<file path="src/rtl/lap_stash.sv">
// Lap-sample stash: circular store of BCD times with next/prev browsing.
// Optional LAP_STASH_DELTA_EN adds delta_bcd (viewed entry minus previous).
module lap_stash #(
  parameter int DIGITS = 4,
  parameter int DEPTH  = 8,
  parameter int PTR_W  = 3
) (
  input  logic                  clk,
  input  logic                  rst_n,
  input  logic [4*DIGITS-1:0]   time_bcd,
  input  logic                  sample,
  input  logic                  next,
  input  logic                  prev,
  input  logic                  clear,
  output logic [4*DIGITS-1:0]   view_bcd,
  output logic [PTR_W-1:0]      view_idx,
  output logic [PTR_W:0]        count,
  output logic                  empty,
  output logic                  full,
  output logic                  overflow,
  output logic                  view_valid
`ifdef LAP_STASH_DELTA_EN
  ,
  output logic [4*DIGITS-1:0]   delta_bcd
`endif
);

  localparam int W = 4 * DIGITS;

  typedef logic [PTR_W-1:0] ptr_t;
  typedef logic [PTR_W:0]   cnt_t;

  localparam cnt_t DEP = cnt_t'(DEPTH);

  // Pointer math wraps at DEPTH, which need not be a power of two.
  function automatic ptr_t wadd(cnt_t a, cnt_t b);
    logic [PTR_W+1:0] s;
    s = {1'b0, a} + {1'b0, b};
    if (s >= {1'b0, DEP}) s = s - {1'b0, DEP};
    return ptr_t'(s);
  endfunction

  function automatic ptr_t wsub(cnt_t a, cnt_t b);
    logic [PTR_W+1:0] s;
    if (a >= b) s = {1'b0, a} - {1'b0, b};
    else        s = {1'b0, a} + {1'b0, DEP} - {1'b0, b};
    return ptr_t'(s);
  endfunction

  logic [W-1:0] mem_q [DEPTH];
  ptr_t         wr_q, wr_d;
  cnt_t         cnt_q, cnt_d;
  ptr_t         vidx_q, vidx_d;
  logic         ovf_q, ovf_d;
  logic         we;
  logic [W-1:0] view_q;
  logic         vvalid_q;
  ptr_t         oldest;
  ptr_t         cur_slot;
  ptr_t         last;

  assign oldest   = wsub({1'b0, wr_q}, cnt_q);
  assign cur_slot = wadd({1'b0, oldest}, {1'b0, vidx_q});
  assign last     = ptr_t'(cnt_q - 1'b1);

  always_comb begin
    wr_d   = wr_q;
    cnt_d  = cnt_q;
    vidx_d = vidx_q;
    ovf_d  = ovf_q;
    we     = 1'b0;
    if (clear) begin
      wr_d   = '0;
      cnt_d  = '0;
      vidx_d = '0;
      ovf_d  = 1'b0;
    end else if (sample) begin
      we   = 1'b1;
      wr_d = wadd({1'b0, wr_q}, cnt_t'(1));
      if (cnt_q == DEP) begin
        ovf_d  = 1'b1;
        vidx_d = ptr_t'(DEP - 1'b1);
      end else begin
        cnt_d  = cnt_q + 1'b1;
        vidx_d = ptr_t'(cnt_q);
      end
    end else if ((next ^ prev) && (cnt_q != '0)) begin
      if (next) vidx_d = (vidx_q == last) ? '0 : vidx_q + 1'b1;
      else      vidx_d = (vidx_q == '0) ? last : vidx_q - 1'b1;
    end
  end

  always_ff @(posedge clk or negedge rst_n) begin
    if (!rst_n) begin
      wr_q     <= '0;
      cnt_q    <= '0;
      vidx_q   <= '0;
      ovf_q    <= 1'b0;
      view_q   <= '0;
      vvalid_q <= 1'b0;
      for (int i = 0; i < DEPTH; i++) mem_q[i] <= '0;
    end else begin
      wr_q     <= wr_d;
      cnt_q    <= cnt_d;
      vidx_q   <= vidx_d;
      ovf_q    <= ovf_d;
      if (we) mem_q[wr_q] <= time_bcd;
      view_q   <= (cnt_q == '0) ? '0 : mem_q[cur_slot];
      vvalid_q <= (cnt_q != '0);
    end
  end

  assign view_bcd   = view_q;
  assign view_valid = vvalid_q;
  assign view_idx   = vidx_q;
  assign count      = cnt_q;
  assign empty      = (cnt_q == '0);
  assign full       = (cnt_q == DEP);
  assign overflow   = ovf_q;

`ifdef LAP_STASH_DELTA_EN
  function automatic logic [W-1:0] bcd_sub(logic [W-1:0] a,
                                           logic [W-1:0] b);
    logic [W-1:0] r;
    logic [4:0]   d;
    logic         br;
    r  = '0;
    br = 1'b0;
    for (int i = 0; i < DIGITS; i++) begin
      d = {1'b0, a[4*i+:4]} - {1'b0, b[4*i+:4]} - {4'b0, br};
      if (d[4]) begin
        d  = d + 5'd10;
        br = 1'b1;
      end else begin
        br = 1'b0;
      end
      r[4*i+:4] = d[3:0];
    end
    return r;
  endfunction

  ptr_t         prv_slot;
  logic [W-1:0] delta_q;

  assign prv_slot = wadd({1'b0, oldest}, cnt_t'(vidx_q - 1'b1));

  always_ff @(posedge clk or negedge rst_n) begin
    if (!rst_n) begin
      delta_q <= '0;
    end else if (cnt_q == '0) begin
      delta_q <= '0;
    end else if (vidx_q == '0) begin
      delta_q <= mem_q[cur_slot];
    end else begin
      delta_q <= bcd_sub(mem_q[cur_slot], mem_q[prv_slot]);
    end
  end

  assign delta_bcd = delta_q;
`endif

endmodule

</file>
<file path="config.mk">
export PLATFORM = sky130hd
export DESIGN_NAME = lap_stash
export DESIGN_NICKNAME = d
export VERILOG_FILES = /design/src/rtl/lap_stash.sv
export SDC_FILE = /design/constraint.sdc
export NUM_CORES = 1
export LEC_CHECK = 0
export BUFFER_PORTS_ARGS = -buffer_cell sky130_fd_sc_hd__buf_2
export CAP_MARGIN = 20
export CORE_ASPECT_RATIO = 1.4
export CORE_MARGIN = 8
export CORE_UTILIZATION = 55
export CTS_CLUSTER_SIZE = 30
export DETAILED_ROUTE_END_ITERATION = 8
export PLACE_DENSITY_LB_ADDON = 0.08
export SETUP_SLACK_MARGIN = 0.1
export SLEW_MARGIN = 20
export SYNTH_ARGS = -nofsm -noshare
export SYNTH_HDL_FRONTEND = slang
export SYNTH_SLANG_ARGS = --single-unit
</file>
<file path="constraint.sdc">
create_clock -name clk -period 4.08 [get_ports clk]
set_input_delay 0.816 -clock clk [delete_from_list [all_inputs] [get_ports clk]]
set_output_delay 0.816 -clock clk [all_outputs]
set_load 0.03 [all_outputs]
</file>
==> out/qor.txt <==
Ant diodes: 0
Top Ports: 49
Reg2reg setup slack: 0.87 ns
Placed Area: 0.007606 sq mm
Via Count: 4045
Initial antenna violation count: 0
Crit path capture: view_bcd[14]$_DFF_PN0_
Period utilisation layout: 0.7877
Synth Flop Type: dfrtp_1
Num rows: 49
Max-cap viol count: 0
CTS sink cnt: 156
Worst Path Required: 4.38 ns
Initial core utilization: 0.5588
Worst Setup SP: wr_q[0]$_DFFE_PN0P_
Outcome: finished, final reports clean
Seq cells post-synth: 156
Largest buffer count on any clock path: 2
Post-CTS Resized: 0
Post-CTS setup buffer count: 0
Fillcell total: 952
Rel. slew slack: 0.3816
Layout Utilization: 0.6444
Routed Antenna Nets: 0
Final Cell Area: 0.008218 sq mm
Fin crit period: 3.214 ns
Top-count cell post-synth: dfrtp_1
Hold WC Path Type: in2async
R2R cell count: 8
Area grow syn2layout: 15.33%
Clk pin slew, worst setup/hold paths: 0.06 ns
Critical path type: reg2reg
EDFF count, synth: 0
Synth Area per Inst: 15.16 sq um
Post-Syn Nets: 502
Largest stage delay, worst path: 1.04 ns
Drt first-iter violations: 172
# nets final: 558
Crit path cell chain: inv_1 -> ha_1 -> inv_1 -> fa_1 -> fa_1 -> mux4_2 -> mux2i_1 -> nor2_1
Synth top area share: 0.5478
Final hold violation count: 0
Setup TNS: 0 ns
Top cells by count, synth: dfrtp_1, mux2_2, mux4_2, nor2_1, mux2i_1
Die height: 150.7 um
Post-synthesis sequential area ratio: 0.5478
Synth Cell Area: 0.007126 sq mm
R2R Path Start: wr_q[0]$_DFFE_PN0P_
Via-per-instance ratio: 5.845
# hold bufs at CTS: 0
FFs w/ async S/R, synth: 1.000
Worst setup EP type: flop
Vias in the first global route: 4486
Clock skew: 0.008555 ns
Clock latency on the worst-skew pair: 0.42 ns
Final setup fails: 0
Drt first pass iters: 6
P_leak: 3.917 nW
CP max stage cell: fa_1
CP arrival: 3.51 ns
Final Worst Setup Slack: 0.8663 ns
Layout Cells excl Fill: 692
Placed wire-length estimate: 9301 um
Largest net degree at the start of global routing: 101
WL per Instance: 21.11 um
VDD IR-drop max: 0.3361 mV
Mapped Cells: 470
Worst-margin pin slew: 0.9276 ns
End of the worst register-to-register path: view_bcd[14]$_DFF_PN0_
CTS Buf Count: 17
PwrDens: 582.4 mW/mm^2
Routed wire length: 14610 um
Total congestion overflow: 0
Gpl congestion: 0.8088
First-pass GRT wire length: 24210 um
RSZ-0062 raised after global routing: no
Crit-path max FO: 11
Setup slack at placement: 0.8674 ns
Startpoint Class: flop
Core area: 0.01275 sq mm
DRC: 0
Leading area contributor after synthesis: dfrtp_1
Synth area leaders: dfrtp_1, mux2_2, mux4_2
Netlist cell types: 41
All-Layer GR Usage: 0.1873
Die footprint: 0.01691 sq mm
Die width: 112.2 um
Fin. max-slew vios: 0
IO buf count: 48
CTS tree: done
Synth Warn #: 0
H-Tree Depth: 4
Fmax: 311.2 MHz
# placed instances: 660
Layout cells sized above 1: 0.4879
Root buffer cell: clkbuf_16
kinds of logic (layout without fill, tap and decap cells):
| group | after synthesis | count (layout) | synth area share |
|---|---|---|---|
| xor gates and xnor gates | 13 | 13 | 0.02265 |
| muxes | 177 | 177 | 0.3273 |
| AOI/OAI and AO/OA | 17 | 17 | 0.01528 |
| and+or+nand+nor | 60 | 60 | 0.04302 |
| DFF | 156 | 156 | 0.5478 |
| adders and majority gates | 10 | 10 | 0.01967 |
| buffers and inverters | 37 | 106 | 0.02423 |
metal layers:
metal  vias up  global-route usage  routed length, um
met3        21             0.03974                459
met4         0             0.06567                242
met2        64              0.3186               7565
met1      2133              0.2329               6341
li1       1827                   -                  -
met5         -                   0                  0
placed cells by master, fill, tap and decap left out, drive strengths merged, types with 2 or more instances in the layout:
cell	synthesis	routed
nor2	30	30
buf	16	64
o31ai	2	2
xnor3	2	2
a31oi	3	3
fa	2	2
mux4	32	32
nor2b	2	2
clkbuf	11	18
and2b	2	2
mux2	128	128
nand4	2	2
xnor2	6	6
a211oi	2	2
xor2	5	5
clkinvlp	0	2
dfrtp	156	156
nor3b	3	3
nand2	7	7
inv	10	16
o21ai	3	3
bufinv	0	3
clkinv	0	3
mux2i	17	17
a21oi	4	4
nand3	4	4
nand3b	4	4
ha	8	8
registers in the layout, indices dropped and copies added, names as in the netlist:
name,cells
count,4
mem_q,128
overflow,1
view_bcd,16
view_idx,3
view_valid,1
wr_q,3
worst max-delay path, delay by kind of cell (launching register included):
family,cells,cell delay (ns)
buffers and inverters,2,0.18
adders and majority gates,3,1.66
muxes,2,0.72
DFF,1,0.48
and+or+nand+nor,1,0.05
worst min path at each step:
stage                           start  cells past startpoint                      end  slack [ns]
6_report                        rst_n                      1  view_idx[2]$_DFFE_PN0P_        0.48
3_5_place_dp     overflow$_DFFE_PN0P_                      2     overflow$_DFFE_PN0P_        0.48
2_1_floorplan  mem_q[110]$_DFFE_PN0P_                      1   mem_q[110]$_DFFE_PN0P_        0.47
4_1_cts          overflow$_DFFE_PN0P_                      2     overflow$_DFFE_PN0P_        0.50
3_3_place_gp     overflow$_DFFE_PN0P_                      2     overflow$_DFFE_PN0P_        0.47
5_1_grt         mem_q[17]$_DFFE_PN0P_                      1    mem_q[17]$_DFFE_PN0P_        0.52
layout make-up:
| type | instances | area (sq um) | share of cell area |
|---|---|---|---|
| Clock inverter | 14 | 182.7 | 0.02223 |
| Inverter | 10 | 37.54 | 0.004568 |
| Clock buffer | 18 | 429.2 | 0.05222 |
| Multi-Input combinational cell | 277 | 3057 | 0.3720 |
| Timing Repair Buffer | 64 | 416.7 | 0.05070 |
| Sequential cell | 156 | 3904 | 0.4750 |
| Tap cell | 153 | 191.4 | 0.02329 |
stage by stage:
step	hold WS [ns]	power (mW)
after floorplan	0.4739	2.830
after global placement	0.4714	3.155
after global routing	0.5205	5.008
after CTS	0.4966	4.843
final	0.4834	4.786
after detailed placement	0.4813	3.198
where the power goes:
group / switching (mW) / leakage (nW) / internal (mW) / total (mW)
Sequential: 0.134 / 2.06 / 1.81 / 1.94
Clock: 0.658 / 0.294 / 0.977 / 1.63
Combinational: 0.579 / 1.56 / 0.631 / 1.21
Total: 1.37 / 3.92 / 3.42 / 4.79
No activity file was read; power rests on OpenSTA's default activity.
